[config.mk]
export PLATFORM = sky130hd
export DESIGN_NAME = mem_port_arbiter_flat
export DESIGN_NICKNAME = d
export VERILOG_FILES = /design/src/rtl/mem_port_arbiter_if.sv /design/src/rtl/mem_port_arbiter.sv /design/src/flat_wrapper.sv
export SDC_FILE = /design/constraint.sdc
export NUM_CORES = 1
export LEC_CHECK = 0
export ABC_AREA = 1
export CAP_MARGIN = 20
export CORE_AREA = 5 5 508 510
export CTS_CLUSTER_DIAMETER = 30
export DETAILED_ROUTE_END_ITERATION = 6
export DIE_AREA = 0 0 513 515
export MAX_ROUTING_LAYER = met4
export PLACE_DENSITY = 0.37
export SYNTH_ARGS = -nofsm -noshare
export SYNTH_HDL_FRONTEND = slang
export SYNTH_SLANG_ARGS = --single-unit
[constraint.sdc]
create_clock -name clk -period 5.3 [get_ports clk]
set_clock_uncertainty 0.15 [all_clocks]
set_input_delay 1.59 -clock clk [delete_from_list [all_inputs] [get_ports clk]]
set_output_delay 1.59 -clock clk [all_outputs]
set_load 0.1 [all_outputs]
[src/rtl/mem_port_arbiter_if.sv]
// Request/response bundle between the four memory masters, the arbiter and the memory hub.
// Requester-side signals are 4-wide arrays: index 0=IF, 1=MEM, 2=IMMU, 3=DMMU.
interface mem_port_arbiter_if #(
  parameter int ADDR_WIDTH = 64,
  parameter int DATA_WIDTH = 128,
  parameter int MASK_WIDTH = DATA_WIDTH/8
);
  logic [3:0]                 req_valid;
  logic [3:0]                 req_we;
  logic [3:0][ADDR_WIDTH-1:0] req_addr;
  logic [3:0][DATA_WIDTH-1:0] req_wdata;
  logic [3:0][MASK_WIDTH-1:0] req_wmask;
  logic [3:0]                 req_ready;
  logic [3:0]                 resp_valid;
  logic [DATA_WIDTH-1:0]      resp_rdata;

  logic                       mem_valid;
  logic                       mem_we;
  logic [ADDR_WIDTH-1:0]      mem_addr;
  logic [DATA_WIDTH-1:0]      mem_wdata;
  logic [MASK_WIDTH-1:0]      mem_wmask;
  logic                       mem_ready;
  logic                       mem_resp_valid;
  logic [DATA_WIDTH-1:0]      mem_rdata;

  // Arbiter side.
  modport master (
    input  req_valid, req_we, req_addr, req_wdata, req_wmask,
    input  mem_ready, mem_resp_valid, mem_rdata,
    output req_ready, resp_valid, resp_rdata,
    output mem_valid, mem_we, mem_addr, mem_wdata, mem_wmask
  );

  // Requesters plus memory hub.
  modport slave (
    output req_valid, req_we, req_addr, req_wdata, req_wmask,
    output mem_ready, mem_resp_valid, mem_rdata,
    input  req_ready, resp_valid, resp_rdata,
    input  mem_valid, mem_we, mem_addr, mem_wdata, mem_wmask
  );
endinterface

[src/rtl/mem_port_arbiter.sv]
// Four-way arbiter sharing one memory port; one outstanding transaction at a time.
// Define ARB_ROUND_ROBIN_EN for round-robin grants; default is fixed priority 3 > 2 > 1 > 0.
module mem_port_arbiter #(
  parameter int ADDR_WIDTH = 64,
  parameter int DATA_WIDTH = 128,
  parameter int MASK_WIDTH = DATA_WIDTH/8
) (
  input  logic               clk,
  input  logic               rst,
  mem_port_arbiter_if.master bus,
  output logic               busy,
  output logic [1:0]         grant_id
);

  typedef enum logic [1:0] {IDLE, ISSUE, WAIT, RESP} state_t;

  state_t                state_q;
  logic [3:0]            req_ready_q;
  logic [3:0]            resp_valid_q;
  logic [DATA_WIDTH-1:0] resp_rdata_q;
  logic                  mem_valid_q;
  logic                  mem_we_q;
  logic [ADDR_WIDTH-1:0] mem_addr_q;
  logic [DATA_WIDTH-1:0] mem_wdata_q;
  logic [MASK_WIDTH-1:0] mem_wmask_q;
  logic                  busy_q;
  logic [1:0]            grant_q;

  logic                  win_valid_d;
  logic [1:0]            win_id_d;

`ifdef ARB_ROUND_ROBIN_EN
  logic [1:0] rr_ptr_q;

  // Search starts one past the last grant and wraps 3 -> 0.
  always_comb begin
    win_valid_d = 1'b0;
    win_id_d    = '0;
    for (int unsigned k = 1; k <= 4; k++) begin
      if (!win_valid_d && bus.req_valid[rr_ptr_q + 2'(k)]) begin
        win_valid_d = 1'b1;
        win_id_d    = rr_ptr_q + 2'(k);
      end
    end
  end
`else
  always_comb begin
    win_valid_d = |bus.req_valid;
    win_id_d    = '0;
    for (int unsigned k = 0; k < 4; k++) begin
      if (bus.req_valid[k]) win_id_d = 2'(k);
    end
  end
`endif

  always_ff @(posedge clk) begin
    if (rst) begin
      state_q      <= IDLE;
      req_ready_q  <= '0;
      resp_valid_q <= '0;
      resp_rdata_q <= '0;
      mem_valid_q  <= 1'b0;
      mem_we_q     <= 1'b0;
      mem_addr_q   <= '0;
      mem_wdata_q  <= '0;
      mem_wmask_q  <= '0;
      busy_q       <= 1'b0;
      grant_q      <= '0;
`ifdef ARB_ROUND_ROBIN_EN
      rr_ptr_q     <= '0;
`endif
    end else begin
      req_ready_q  <= '0;
      resp_valid_q <= '0;
      case (state_q)
        IDLE: begin
          if (win_valid_d) begin
            mem_we_q    <= bus.req_we[win_id_d];
            mem_addr_q  <= bus.req_addr[win_id_d];
            mem_wdata_q <= bus.req_wdata[win_id_d];
            mem_wmask_q <= bus.req_wmask[win_id_d];
            grant_q     <= win_id_d;
            req_ready_q <= 4'b0001 << win_id_d;
            mem_valid_q <= 1'b1;
            busy_q      <= 1'b1;
            state_q     <= ISSUE;
`ifdef ARB_ROUND_ROBIN_EN
            rr_ptr_q    <= win_id_d;
`endif
          end
        end
        ISSUE: begin
          if (bus.mem_ready) begin
            mem_valid_q <= 1'b0;
            // A response coinciding with acceptance skips WAIT entirely.
            if (bus.mem_resp_valid) begin
              resp_rdata_q <= bus.mem_rdata;
              resp_valid_q <= 4'b0001 << grant_q;
              state_q      <= RESP;
            end else begin
              state_q      <= WAIT;
            end
          end
        end
        WAIT: begin
          if (bus.mem_resp_valid) begin
            resp_rdata_q <= bus.mem_rdata;
            resp_valid_q <= 4'b0001 << grant_q;
            state_q      <= RESP;
          end
        end
        RESP: begin
          busy_q  <= 1'b0;
          state_q <= IDLE;
        end
        default: state_q <= IDLE;
      endcase
    end
  end

  assign bus.req_ready  = req_ready_q;
  assign bus.resp_valid = resp_valid_q;
  assign bus.resp_rdata = resp_rdata_q;
  assign bus.mem_valid  = mem_valid_q;
  assign bus.mem_we     = mem_we_q;
  assign bus.mem_addr   = mem_addr_q;
  assign bus.mem_wdata  = mem_wdata_q;
  assign bus.mem_wmask  = mem_wmask_q;
  assign busy           = busy_q;
  assign grant_id       = grant_q;

endmodule

[src/flat_wrapper.sv]
// flat-port wrapper written by rule: the top's interface ports become plain ports
module mem_port_arbiter_flat 
#(
  parameter int ADDR_WIDTH = 64,
  parameter int DATA_WIDTH = 128,
  parameter int MASK_WIDTH = DATA_WIDTH/8
)
  (clk, rst, busy, grant_id, bus_req_valid, bus_req_we, bus_req_addr, bus_req_wdata, bus_req_wmask, bus_mem_ready, bus_mem_resp_valid, bus_mem_rdata, bus_req_ready, bus_resp_valid, bus_resp_rdata, bus_mem_valid, bus_mem_we, bus_mem_addr, bus_mem_wdata, bus_mem_wmask);
  mem_port_arbiter_if #(.ADDR_WIDTH(ADDR_WIDTH), .DATA_WIDTH(DATA_WIDTH), .MASK_WIDTH(MASK_WIDTH)) bus_i ();
  input  logic clk;
  input  logic rst;
  output logic busy;
  output logic [1:0] grant_id;
  input wire logic [$bits(bus_i.req_valid)-1:0] bus_req_valid;
  input wire logic [$bits(bus_i.req_we)-1:0] bus_req_we;
  input wire logic [$bits(bus_i.req_addr)-1:0] bus_req_addr;
  input wire logic [$bits(bus_i.req_wdata)-1:0] bus_req_wdata;
  input wire logic [$bits(bus_i.req_wmask)-1:0] bus_req_wmask;
  input wire logic [$bits(bus_i.mem_ready)-1:0] bus_mem_ready;
  input wire logic [$bits(bus_i.mem_resp_valid)-1:0] bus_mem_resp_valid;
  input wire logic [$bits(bus_i.mem_rdata)-1:0] bus_mem_rdata;
  output wire logic [$bits(bus_i.req_ready)-1:0] bus_req_ready;
  output wire logic [$bits(bus_i.resp_valid)-1:0] bus_resp_valid;
  output wire logic [$bits(bus_i.resp_rdata)-1:0] bus_resp_rdata;
  output wire logic [$bits(bus_i.mem_valid)-1:0] bus_mem_valid;
  output wire logic [$bits(bus_i.mem_we)-1:0] bus_mem_we;
  output wire logic [$bits(bus_i.mem_addr)-1:0] bus_mem_addr;
  output wire logic [$bits(bus_i.mem_wdata)-1:0] bus_mem_wdata;
  output wire logic [$bits(bus_i.mem_wmask)-1:0] bus_mem_wmask;
  assign bus_i.req_valid = bus_req_valid;
  assign bus_i.req_we = bus_req_we;
  assign bus_i.req_addr = bus_req_addr;
  assign bus_i.req_wdata = bus_req_wdata;
  assign bus_i.req_wmask = bus_req_wmask;
  assign bus_i.mem_ready = bus_mem_ready;
  assign bus_i.mem_resp_valid = bus_mem_resp_valid;
  assign bus_i.mem_rdata = bus_mem_rdata;
  assign bus_req_ready = bus_i.req_ready;
  assign bus_resp_valid = bus_i.resp_valid;
  assign bus_resp_rdata = bus_i.resp_rdata;
  assign bus_mem_valid = bus_i.mem_valid;
  assign bus_mem_we = bus_i.mem_we;
  assign bus_mem_addr = bus_i.mem_addr;
  assign bus_mem_wdata = bus_i.mem_wdata;
  assign bus_mem_wmask = bus_i.mem_wmask;
  mem_port_arbiter #(.ADDR_WIDTH(ADDR_WIDTH), .DATA_WIDTH(DATA_WIDTH), .MASK_WIDTH(MASK_WIDTH)) u_core (.clk(clk), .rst(rst), .bus(bus_i), .busy(busy), .grant_id(grant_id));
endmodule
==> results.md <==
- Status: completed
- Data required time of the critical path: 3.56 ns
- Main area contributors after synthesis: dfxtp_1 (33%), nand2_1 (19%), nor2_1 (16%)
- Routed WL: 203000 µm
- R2R setup slack: 2.57 ns
- Final core occ: 17.3%
- Critical Path Stages: 1
- Share of the synthesized area in the top cell type: 33.0%
- Vias in the first global route: 30500
- NumNets Final: 6039
- Yosys cell types: 21
- Post-CTS Setup Bufs: 0
- Core Box Area: 253000 µm²
- GRT Util Overall: 15.1%
- DR pass1 iterations: 5
- Critical path fanouts, max: 2
- Vias per std cell: 3.41
- Routed Antenna Nets: 0
- Post-synth top area cell: dfxtp_1
- Cts hold-fix bufs: 0
- Yosys warning count: 0
- GP Congestion: 0.894
- Worst Hold Slack: 0.304 ns
- Clock sink total: 351
- Bufs and invs on worst path: 1
- Final Power: 25.2 mW
- Hpwl dp: 168000 µm
- H-tree levels: 4
- Commonest non-fill, non-tap cell in the layout: clkdlybuf4s50_1
- Synth Instances: 3770
- Clock period minus worst slack: 4.24 ns
- Antenna violations before repair: 138
- R2R depth: 8
- Max_slew headroom: 20.3%
- Commonest non-fill, non-tap cells in the layout: clkdlybuf4s50_1 (1267), nand2_1 (1065), nor2_1 (889)
- Area of the die: 264000 µm²
- Final Max Slew Viols: 0
- Worst path cell trace: clkdlybuf4s50_1
- Root Driver: clkbuf_16
- Layout cells sized above 1: 11.2%
- Final WS setup: 1.06 ns
- Starting Density: 8.43%
- Synthesized area: 21300 µm²
- Post-DP Area: 38500 µm²
- Via count: 29400
- Synthesized flop and latch total: 351
- Largest net degree at the start of global routing: 101
- Critical Path End Type: primary output
- Worst setup path startpoint: u_core.bus.mem_wdata[126]$_SDFFE_PP0P_
- Fillers: 29100
- Delay-heaviest family, CP: buffers and inverters
- CP max stage cell: clkdlybuf4s50_1
- Critical path destination: bus_mem_wdata[126]
- Largest stage delay on the critical path: 1.24 ns
- Critical R2R Capture: u_core.bus.resp_rdata[116]$_SDFFE_PP0P_
- Synthesized Nets: 4747
- Worst r2r src: u_core.state_q[1]$_SDFFE_PP0P_
- Die height: 515 µm
- WL/cell: 23.5 µm
- Peak VDD IR: 0.288 mV
- Area Overhead vs Synth: 106%
- Final instance area: 43800 µm²
- Sequential-to-total area share from yosys stat: 33.0%
- Worst-Skew Late Latency: 0.71 ns
- Hold Path Class: register to register
- Cell row count: 185
- CP Launch Type: register
- Power Density: 576 nW/µm²
- Remaining Overflow, GRT: 0
- TritonCTS buffer count: 148
- Final worst path period share: 80.0%
- Arrival time at the worst endpoint: 2.50 ns
- Critical path class: register to primary output
- Deepest clock path buffer count: 3
- Post-CTS sizing: 0
- Worst-margin pin slew: 1.19 ns
- Non-Filler Instances: 8624
- TritonCTS clock tree: done
- Initial DRC count: 1743
- Placed cell count: 8278
- # setup viols final: 0
- Setup TNS Final: 0 ns
- Top Ports: 1321
- Leakage: 19.5 nW
- First-pass GRT wire length: 267000 µm
- Die Wd: 513 µm
- Final Hold Viols: 0
- Clock transition at path regs: 0.04 ns
- Max capacitance violation total: 0
- Achievable Freq: 236 MHz
- Syn_area_per_cell: 5.66 µm²
- Unrepaired setup endpoints after global routing: false
- Port bufs: 1320
- DRC: 0
- Worst slack, placed: 0.951 ns
## worst min-delay path by stage
stage | end | startpoint | slack (ns) | cells after the start
floorplan | u_core.state_q[1]$_SDFFE_PP0P_ | u_core.state_q[1]$_SDFFE_PP0P_ | 0.33 | 2
global placement | u_core.bus.mem_valid$_SDFFE_PP0P_ | u_core.bus.mem_valid$_SDFFE_PP0P_ | 0.30 | 2
detailed placement | u_core.bus.mem_valid$_SDFFE_PP0P_ | u_core.bus.mem_valid$_SDFFE_PP0P_ | 0.30 | 2
CTS | u_core.bus.mem_valid$_SDFFE_PP0P_ | u_core.bus.mem_valid$_SDFFE_PP0P_ | 0.31 | 2
global route | u_core.bus.mem_addr[0]$_SDFFE_PP0P_ | u_core.bus.mem_addr[0]$_SDFFE_PP0P_ | 0.33 | 2
finish | u_core.bus.mem_valid$_SDFFE_PP0P_ | u_core.bus.mem_valid$_SDFFE_PP0P_ | 0.30 | 2
## layout make-up
cell class | instances | area (µm²) | area share (%)
antenna | 80 | 200 | 0.457
clock buffer | 218 | 4400 | 10.0
clock inverter | 48 | 731 | 1.67
inverter | 431 | 1640 | 3.75
multi-input combinational | 2738 | 11600 | 26.5
sequential | 351 | 7030 | 16.0
tap | 3366 | 4210 | 9.61
timing repair buffer | 1392 | 14000 | 32.0
## report_power, final
group	total [mW]	internal [mW]	switching, mW
Clock	8.60	5.96	2.64
Combinational	12.5	2.96	9.56
Sequential	4.13	3.54	0.590
Total	25.2	12.5	12.8
## synthesized netlist by cell type (all sizes together)
| cell type | instances |
|---|---|
| nand4 | 1 |
| o22ai | 1 |
| nand3 | 426 |
| nand3b | 1 |
| nand2 | 1069 |
| nor4 | 2 |
| ha | 5 |
| a21oi | 4 |
| o21ai | 131 |
| buf | 141 |
| clkbuf | 109 |
| dfxtp | 351 |
| inv | 431 |
| nor2 | 890 |
| or2 | 208 |
## registers in the layout (all words and copies together), names as in the netlist
register               flops
u_core.grant_id            2
u_core.bus.mem_addr       64
u_core.bus.req_ready       4
u_core.bus.resp_valid      4
u_core.bus.mem_wmask      16
u_core.bus.mem_we          1
u_core.busy                1
u_core.bus.resp_rdata    128
u_core.state_q             2
u_core.bus.mem_valid       1
u_core.bus.mem_wdata     128
## layer usage
metal / wire [µm] / track usage [%] / vias to the layer above
met5: 0 / - / -
met2: 95800 / 24.8 / 1387
met3: 21300 / 6.73 / 265
met1: 81700 / 16.7 / 13700
met4: 4260 / 3.89 / 0
li1: - / - / 14100
## logic make-up after synthesis
| kind of cell | Yosys count | synth area share [%] |
|---|---|---|
| simple gates | 2597 | 50.7 |
| buf+inv | 681 | 12.8 |
| flops | 351 | 33.0 |
| compound gates | 136 | 3.20 |
| fa+ha+maj | 5 | 0.293 |
(Power assumes the default switching activity.)
